**config.mk**
```make
export PLATFORM = sky130hd
export DESIGN_NAME = id_ex_stage
export DESIGN_NICKNAME = d
export VERILOG_FILES = /design/src/rtl/id_ex_stage.sv
export SDC_FILE = /design/constraint.sdc
export NUM_CORES = 1
export LEC_CHECK = 0
export CAP_MARGIN = 20
export CORE_AREA = 2 2 96 136
export DETAILED_ROUTE_END_ITERATION = 8
export DIE_AREA = 0 0 98 138
export PLACE_DENSITY = 0.73
export SLEW_MARGIN = 0
export SYNTH_ARGS = -nofsm -noshare
export SYNTH_HDL_FRONTEND = slang
export SYNTH_SLANG_ARGS = --single-unit
```
**constraint.sdc**
```tcl
create_clock -name clk -period 1.62 [get_ports clk]
set_input_delay 0.324 -clock clk [delete_from_list [all_inputs] [get_ports clk]]
set_output_delay 0.324 -clock clk [all_outputs]
set_load 0.01 [all_outputs]
```
**src/rtl/id_ex_stage.sv**
```systemverilog
// ID/EX pipeline register with load-use hazard detection.
//
// Purpose:
//   Captures the decoded instruction on each rising clk edge. A load in EX whose
//   destination (rtOut) feeds the ID instruction raises bubble. Bubble freezes
//   the PC and IF/ID and loads a NOP. A taken branch/jump (flush) also loads a
//   NOP. Flush suppresses bubble so the PC can take the branch target.
//   Priority: rst > flush > bubble > normal load.
//
// Ports:
//   clk, rst                       clock, synchronous active-high reset
//   memReadIn..memToRegIn          control bits of the ID instruction
//   funcIn                         ALU function
//   readData1In, readData2In       register file reads
//   immIn                          sign-extended immediate
//   rsIn, rtIn, rdIn               register specifiers
//   flush                          branch/jump taken this cycle
//   *Out                           registered copies of the inputs above
//   stallCnt                       bubble-edge count, saturating
//                                  (only with STALL_COUNTER_EN)
//   pcWrite, ifIdWrite             PC / IF/ID enables (low while stalling)
//   bubble                         load-use hazard detected this cycle
//
// Compile option: STALL_COUNTER_EN adds the stallCnt output.

module id_ex_stage (
    input  logic        clk,
    input  logic        rst,
    input  logic        memReadIn,
    input  logic        memWriteIn,
    input  logic        aluSrcIn,
    input  logic        regDstIn,
    input  logic        regWriteIn,
    input  logic        memToRegIn,
    input  logic [5:0]  funcIn,
    input  logic [31:0] readData1In,
    input  logic [31:0] readData2In,
    input  logic [31:0] immIn,
    input  logic [4:0]  rsIn,
    input  logic [4:0]  rtIn,
    input  logic [4:0]  rdIn,
    input  logic        flush,
    output logic        memReadOut,
    output logic        memWriteOut,
    output logic        aluSrcOut,
    output logic        regDstOut,
    output logic        regWriteOut,
    output logic        memToRegOut,
    output logic [5:0]  funcOut,
    output logic [31:0] readData1Out,
    output logic [31:0] readData2Out,
    output logic [31:0] immOut,
    output logic [4:0]  rsOut,
    output logic [4:0]  rtOut,
    output logic [4:0]  rdOut,
`ifdef STALL_COUNTER_EN
    output logic [15:0] stallCnt,
`endif
    output logic        pcWrite,
    output logic        ifIdWrite,
    output logic        bubble
);

    logic        r_mem_read;
    logic        r_mem_write;
    logic        r_alu_src;
    logic        r_reg_dst;
    logic        r_reg_write;
    logic        r_mem_to_reg;
    logic [5:0]  r_func;
    logic [31:0] r_read_data1;
    logic [31:0] r_read_data2;
    logic [31:0] r_imm;
    logic [4:0]  r_rs;
    logic [4:0]  r_rt;
    logic [4:0]  r_rd;

    logic w_rt_match;
    logic w_bubble;
    logic w_load_nop;

    // $0 is never a real destination, so a zero rt in EX cannot create a hazard.
    assign w_rt_match = (r_rt != 5'd0) && ((r_rt == rsIn) || (r_rt == rtIn));
    assign w_bubble   = r_mem_read && w_rt_match && !flush;
    assign w_load_nop = flush || w_bubble;

    always_ff @(posedge clk) begin
        if (rst || w_load_nop) begin
            r_mem_read   <= 1'b0;
            r_mem_write  <= 1'b0;
            r_alu_src    <= 1'b0;
            r_reg_dst    <= 1'b0;
            r_reg_write  <= 1'b0;
            r_mem_to_reg <= 1'b0;
            r_func       <= 6'b000000;
            r_read_data1 <= 32'd0;
            r_read_data2 <= 32'd0;
            r_imm        <= 32'd0;
            r_rs         <= 5'd0;
            r_rt         <= 5'd0;
            r_rd         <= 5'd0;
        end else begin
            r_mem_read   <= memReadIn;
            r_mem_write  <= memWriteIn;
            r_alu_src    <= aluSrcIn;
            r_reg_dst    <= regDstIn;
            r_reg_write  <= regWriteIn;
            r_mem_to_reg <= memToRegIn;
            r_func       <= funcIn;
            r_read_data1 <= readData1In;
            r_read_data2 <= readData2In;
            r_imm        <= immIn;
            r_rs         <= rsIn;
            r_rt         <= rtIn;
            r_rd         <= rdIn;
        end
    end

`ifdef STALL_COUNTER_EN
    logic [15:0] r_stall_cnt;

    // Counts only hazard NOPs; w_bubble is already masked by flush.
    always_ff @(posedge clk) begin
        if (rst) begin
            r_stall_cnt <= 16'd0;
        end else if (w_bubble && (r_stall_cnt != 16'hFFFF)) begin
            r_stall_cnt <= r_stall_cnt + 16'd1;
        end
    end

    assign stallCnt = r_stall_cnt;
`endif

    assign memReadOut   = r_mem_read;
    assign memWriteOut  = r_mem_write;
    assign aluSrcOut    = r_alu_src;
    assign regDstOut    = r_reg_dst;
    assign regWriteOut  = r_reg_write;
    assign memToRegOut  = r_mem_to_reg;
    assign funcOut      = r_func;
    assign readData1Out = r_read_data1;
    assign readData2Out = r_read_data2;
    assign immOut       = r_imm;
    assign rsOut        = r_rs;
    assign rtOut        = r_rt;
    assign rdOut        = r_rd;

    assign bubble    = w_bubble;
    assign pcWrite   = !w_bubble;
    assign ifIdWrite = !w_bubble;

endmodule

```
==> results.yml <==
placement:
  place_area_um2: 6680
  routabilityCongestion: 0.768
  io_buffers: 251
  hpwl_mm: 8.47
  dp_slack_ns: -0.870
synthesis:
  avgSynthCellArea_um2: 9.44
  synth_cells: 422
  ys_seq_area_frac: 0.618
  synth_largest_area_cell: "dfxtp_1"
  synth_area_leaders: "dfxtp_1 (62%), a21oi_1 (13%), nand2_1 (11%)"
  syn_area_um2: 3980
  yosys_warnings: 0
  synth_top_area_frac: 0.618
  syn_nets: 548
  ys_async_sr_fraction: 0
  synth_edf_count: 0
  ys_ff_latch: 123
  synth_flop_cell: "dfxtp_1"
  yosysUniqueCellTypes: 19
grt:
  antenna_found_initial: 0
  overflow: 0
  grt_pass1_wl_mm: 20.9
  grt_pass1_vias: 4190
  track_usage: 0.194
  grt_max_degree: 71
routing:
  wl_per_cell_um: 17.0
  drt_iter0_markers: 72
  vias: 4081
  drc_errors: 0
  ant_nets: 0
  wl_mm: 14.7
  routed_via_density: 4.73
  drtPass1Iterations: 4
sta:
  max-slew-margin-rel: 0.758
  fmax_ghz: 0.469
  fin_crit_ns: 2.13
  final-hold-violation-count: 0
  setup_slack_ns: -0.512
  tns_ns: -37.07
  rsz0062_at_grt: "true"
  hold_ws_ns: 0.324
  skew_ns: 0.00694
  drv_slew: 0
  setup_violations: 116
  worstMarginPinSlew_ns: 0.363
  finalCritPeriodShare: 1.32
critical_path:
  worstPathArrival_ns: 1.81
  path_cells: "clkdlybuf4s50_1, xnor2_1, nand3_2, o22a_1, or3_4, buf_6"
  slowest_stage: "clkdlybuf4s50_1"
  path_class: "input pin to output port"
  cpPeakStageDelay_ns: 0.50
  crit_path_start_kind: "input pin"
  critPathMaxFanout: 2
  critPathRequiredTime_ns: 1.30
  end_kind: "output port"
run_status:
  status: "finished with violations"
  failed_checks: "setup timing"
floorplan:
  num_rows: 49
  die_w_um: 98
  coreArea_um2: 12400
  die_area_um2: 13500
  ios: 252
  die_height_um: 138
  start_util: 0.320
clock_network:
  clk_pin_slew_ns: 0.06
  ctsHoldBuffers: 0
  cts.htree.levels: 4
  clock_latency_ns: 0.40
  cts_tree: "done"
  clockRootBuffer: "clkbuf_16"
  clock_path_buffers: 2
  numCtsBuffers: 17
  cts_sinks: 123
job:
  cap_viol_max_count: 0
cells_and_area:
  syn_to_final_growth_pct: 103
  seq_area_um2: 2470
  final_common_cell: "clkdlybuf4s50_1"
  antenna_cells: 0
  layout.nets: 822
  multi_input_area_um2: 1540
  layout-drive-gt1-share: 0.210
  postLayoutCellArea_um2: 8090
  layout_common_cells: "clkdlybuf4s50_1 (198), dfxtp_1 (119), nand2_1 (115), a21oi_1 (59), a21oi_2 (50)"
  fill_cells: 970
hold_path:
  hp-class: "input pin to flip-flop"
power_and_ir_drop:
  p_total_mw: 8.06
  power_density_nw_per_um2: 996
  p_leak_nw: 3.74
  vdd_drop_max_mv: 0.651
## what timing repair did
item                       in CTS  in global routing
buffers inserted               35                  5
setup endpoints to repair     127                161
pin swaps                      28                  3
cloned                          8                  6
gates resized for setup        82                 74
## per-layer routing
metal  vias to the layer above  global-route usage  routed length [µm]
li1                       1939                   -                   -
met1                      1895               0.195                5450
met2                       210               0.341                7500
met3                        37              0.0854                1250
met4                         0              0.0899                 472
met5                         -                   0                   0
## final timing paths
check / startpoint / to / slack (ns) / cells past startpoint
setup reg to reg: rtOut[4]$_SDFF_PP0_ / funcOut[5]$_SDFF_PP0_ / -0.41 / 12
hold / removal: rtIn[0] / rtOut[0]$_SDFF_PP0_ / 0.32 / 2
hold reg to reg: memReadOut$_SDFF_PP0_ / rtOut[0]$_SDFF_PP0_ / 0.86 / 4
setup / recovery: rtIn[3] / pcWrite / -0.51 / 6
## cell usage after synthesis (2+ instances only)
library cell  number
a21oi_1          103
a21oi_2           10
buf_2              6
buf_4              3
buf_6              9
clkbuf_1          23
dfxtp_1          123
nand2_1          115
nand3_1            2
o211a_1           10
xnor2_1           10
## logic make-up after synthesis
family / after synthesis / share of synthesized area
compound gates: 126 / 0.182
flops: 123 / 0.618
simple gates: 121 / 0.117
buf+inv: 42 / 0.0612
xor+xnor: 10 / 0.0220
## flip-flops by register name, indices dropped and copies added, names as in the netlist, 5 cells and up
name / cells
immOut: 32
readData1Out: 32
readData2Out: 32
funcOut: 6
rdOut: 5
rsOut: 5
rtOut: 5
## power by group
part / total [mW] / switching, mW / internal (mW)
Combinational: 1.19 / 0.481 / 0.713
Clock: 3.67 / 1.41 / 2.27
Sequential: 3.19 / 0.0372 / 3.15
Total: 8.06 / 1.93 / 6.13
## per-stage QoR
| stage | util | std cells |
|---|---|---|
| 5_1_grt | 0.650 | 862 |
| 3_3_place_gp | 0.537 | 804 |
| 3_5_place_dp | 0.537 | 804 |
| 2_1_floorplan | - | 422 |
| 4_1_cts | 0.622 | 854 |
| 6_report | 0.650 | 862 |
## final cells by class
cell class,count,share of cell area
flip-flops and latches,123,0.305
repair buffers,296,0.408
clock inverters,14,0.0183
inverters,1,0.000774
well taps,153,0.0237
clock buffers,18,0.0531
multi-input cells,257,0.191
## critical path: cells and delay by family
family	cells	cell delay, ns
xor gates and xnor gates	1	0.14
buffers and inverters	2	0.63
and+or+nand+nor	2	0.45
AOI/OAI and AO/OA	1	0.25
No activity file was read; power rests on OpenSTA's default activity.
==> RTL edit 1 (same settings) <==
Register the outputs `pcWrite`, `ifIdWrite` and `bubble`; this adds one clock of latency there. The other outputs are not delayed to match. Comments in the files are not updated.
--- a/src/rtl/id_ex_stage.sv
+++ b/src/rtl/id_ex_stage.sv
@@ -145,9 +145,11 @@
     assign rtOut        = r_rt;
     assign rdOut        = r_rd;
 
-    assign bubble    = w_bubble;
-    assign pcWrite   = !w_bubble;
-    assign ifIdWrite = !w_bubble;
+    always_ff @(posedge clk) begin
+        pcWrite   <= !w_bubble;
+        ifIdWrite <= !w_bubble;
+        bubble    <= w_bubble;
+    end
 
 endmodule
 
Check against the original RTL: not equivalent (Yosys sat finds a counterexample within 4 cycles, from zero or initial values).
==> RTL edit 1 against the original RTL <==
Sequential cell count increased by 2. Setup slack gained 530 ps. Largest power group unchanged. Count of clock-buffer cells in the layout unchanged. Total power shrank 2.0%. Non-clock buffer count is 25 lower. Worst hold slack improved by 110 ps. Die area did not move. Routed wire length is 14% lower. Synthesized area up 1.0%. Utilization down 4.9 points. Design area shrank 7.5%. Clock skew is 4.3 ps higher.
==> RTL edit 1: results (changes against the original RTL) <==
The logs give 1160 µm (was 1250 µm) for the amount of wire on met3 after detailed routing and 1,054 (was 970) for the number of inserted filler cells in the final layout. The met1 wire length is 4470 µm (was 5450 µm), and the actual transition at the worst max-transition pin is 243 ps (was 363 ps). The number of failing setup endpoints in the final timing report is 0 (was 116), and the placement-stage cell area is 6710 µm² (was 6680 µm²). The tools report the initial detailed-routing violation count as 148 (was 72). The count of non-filler cells in the finished layout is 838 (was 862). Leading post-synthesis cells by cell area: dfxtp_1, a21oi_1, nand2_1 (unchanged). Most numerous cell types in the synthesized netlist: dfxtp_1, nand2_1, a21oi_1, clkbuf_1 (unchanged).

The net count after synthesis is 550 (was 548). For the placed wire-length estimate, the log shows 8830 µm (was 8470 µm). The post-place setup slack is -388 ps (was -870 ps), and the average footprint of a synthesized cell is 9.49 µm² (was 9.44 µm²).

The tools report the clock skew after layout as 11.2 ps (was 6.94 ps). The biggest fanout along the worst timing path is 1 (was 2), and the met2 wire length is 6650 µm (was 7500 µm). The tools report the post-detailed-routing wire length as 12,700 µm (was 14,700 µm). The flow ran to the end, and the final reports show no timing, DRC or antenna violations.

The buffers inserted during post-CTS setup optimization is 0 (was 35). The share of post-route cells with drive strength above 1 works out to 10.9% (was 21.0%). The highest cell delay on the worst timing path was 540 ps (was 500 ps); the pin count of the biggest net entering global routing was 61 (was 71).

The run gives 799 (was 822) as the count of nets after finishing. The run gives 0.000699 V (was 0.000651 V) as the maximum vdd ir drop. The logs give 17.9% (was 19.4%) for the global-route usage over all layers and 14 (was 82) for the count of instances resized after the clock tree is built. The via-per-instance ratio came out at 4.62 (was 4.73).
RTL edit 1: cell types whose count changed in the layout (fill, tap and decap cells not counted), moves of 3 or more:
cell             change
clkdlybuf4s50_1     +12
clkinv_4             -3
buf_6                -7
a21oi_4              -4
buf_4                -6
buf_16               -7
a21oi_2             -35
dlymetal6s2s_1       -6
dfxtp_1              +5
a21oi_1             +39
buf_8                -5
RTL edit 1: area by class of cell:
type,instances,area [µm²],share of cell area [%]
Clock inverter,13,141,1.89
Timing Repair Buffer,271,2860,38.2
Inverter,1,3.75,0.0502
Clock buffer,18,439,5.87
Sequential cell,125,2500,33.5
Tap cell,153,191,2.56
Multi-Input combinational cell,257,1340,17.9
RTL edit 1: final timing paths:
kind / startpoint / to / slack, ps / depth (start not counted)
worst max-delay path: readData1Out[9] / readData1Out[9] / 20 / 1
worst min-delay path: immIn[13] / immOut[13] / 440 / 3
worst max register to register: rtOut[3] / memWriteOut / 40 / 4
worst min register to register: memReadOut / bubble / 750 / 4
RTL edit 1: logic make-up after synthesis:
logic type	share of synthesized area (%)
AOI/OAI and AO/OA	18.0
xor gates and xnor gates	2.18
buffers and inverters	6.06
DFF	62.2
and+or+nand+nor	11.5
RTL edit 1: per-layer routing:
layer  vias to the layer above  track usage, %
met4                         0            9.21
met1                      1768            18.1
li1                       1891               -
met3                        28            6.83
met5                         -               0
met2                       187            31.6
RTL edit 1: worst register-to-register path: cells and delay by family, from the launching register on:
kind	cells	cell delay [ps]
flops	1	330
compound gates	2	450
simple gates	1	540
buf+inv	1	180
RTL edit 1: where the power goes:
group / total, µW / internal, µW / switching (µW)
Combinational: 993 / 594 / 398
Clock: 3670 / 2300 / 1370
Sequential: 3240 / 3200 / 35.1
Total: 7900 / 6100 / 1800
==> RTL edit 2 (same settings) <==
Without the edit above. Build with the macro `STALL_COUNTER_EN` defined.
--- a/src/rtl/id_ex_stage.sv
+++ b/src/rtl/id_ex_stage.sv
@@ -22,6 +22,8 @@
 //   bubble                         load-use hazard detected this cycle
 //
 // Compile option: STALL_COUNTER_EN adds the stallCnt output.
+
+`define STALL_COUNTER_EN
 
 module id_ex_stage (
     input  logic        clk,
Check against the original RTL (old outputs only; new: stallCnt): equivalent (equiv_simple and equiv_induct, registers matched by name and starting in step).
==> RTL edit 2 against the original RTL <==
The run still ends with setup timing left. Design area grew 10%. Critical path type is now register to output port. Count of clock-buffer cells in the layout up 1. Setup slack worse by 22 ps. Routed wire length grew 7.3%. Synthesized area is 10% higher. Die area is the same. Sequential cell count increased by 16. Via count up 0.51%. Total power grew 3.8%.
==> RTL edit 2: results (changes against the original RTL) <==
The run finished, with violations left. Failing checks: setup timing (unchanged). The endpoint of the worst-slack reg-to-reg timing path is stallCnt[2] (was funcOut[5]). The share of post-route cells with drive strength above 1 is 21.5% (was 21.0%). The number of distinct library cells after synthesis was 39 (was 19); the compound-gate portion of the synthesized area was 3.05% (was 18.2%).

The worst slew margin relative to its limit was 73.3% (was 75.8%); the count of vias placed by the detailed router was 4,102 (was 4,081). The tools report the met1 wire length as 5770 µm (was 5450 µm). The logs give 87 (was 82) for the count of instances resized after the clock tree is built and 24,400 µm (was 20,900 µm) for the global-route wire length before repair. The global-route usage over all layers is 23.1% (was 19.4%). Source of the critical timing path: rtOut[2] (was rtIn[3]). The tools report the pin count of the biggest net entering global routing as 30 (was 71). For the met2 wire length, the log shows 8570 µm (was 7500 µm). Most numerous cell types in the synthesized netlist: dfxtp_1, and2_1, nor2_1, xor2_1, nor4_1 (was dfxtp_1, nand2_1, a21oi_1, clkbuf_1). The via-per-instance ratio came out at 4.60 (was 4.73).

The worst hold slack came out at 492 ps (was 324 ps). The depth of the worst register-to-register path was 8 (was 12); the count of nets after finishing was 853 (was 822). The placement-stage cell area was 7600 µm² (was 6680 µm²); the average footprint of a synthesized cell was 11.2 µm² (was 9.44 µm²). The capture point of the critical path was bubble (was pcWrite). Fraction of the yosys area taken by sequential cells: 63.4% (was 61.8%). The tools report the global-route met1 utilization as 25.1% (was 19.5%). Buffers inserted during post-CTS setup optimization: 12 (was 35). Leading post-synthesis cells by cell area: dfxtp_1, and2_1, mux2_2 (was dfxtp_1, a21oi_1, nand2_1). The amount of wire on met3 after detailed routing was 998 µm (was 1250 µm). The leakage power total was 0.00432 µW (was 0.00374 µW). The run gives -534 ps (was -512 ps) as the worst setup slack after layout. The tools report the number of failing setup endpoints in the final timing report as 142 (was 116). For the maximum vdd ir drop, the log shows 0.000608 V (was 0.000651 V). The aggregate negative setup slack was -51,490 ps (was -37,070 ps). The net count after synthesis was 520 (was 548); the number of inserted filler cells in the final layout was 891 (was 970). The tools report the initial detailed-routing violation count as 62 (was 72).
-- RTL edit 2: cell types whose count changed in the layout (fill, tap and decap cells not counted), moves of 12 or more --
cell           unedited run  this run
and2_1                    0       123
nand2_1                 115         8
a21oi_1                  59         1
a21oi_2                  50         4
buf_4                    15        46
nor2_1                    0        14
dlygate4sd2_1            14        26
-- RTL edit 2: power breakdown --
group / switching (µW) / internal [µW]
clock network: 1550 / 2230
registers: 34.2 / 3530
logic: 344 / 670
-- RTL edit 2: final cells by class --
type	instances	area [µm²]	share of cell area (%)
clock inverter	13	131	1.47
inverter	4	15.0	0.168
multi-input combinational	230	1750	19.5
tap	153	191	2.14
clock buffer	19	453	5.07
timing repair buffer	334	3580	40.1
sequential	139	2820	31.5
-- RTL edit 2: worst max-delay path: stages, from the launching register on --
cell	delay (ps)
dfxtp_2	320
or4_4	540
o21ai_4	140
or2_4	140
or2_4	140
inv_2	40
buf_6	110
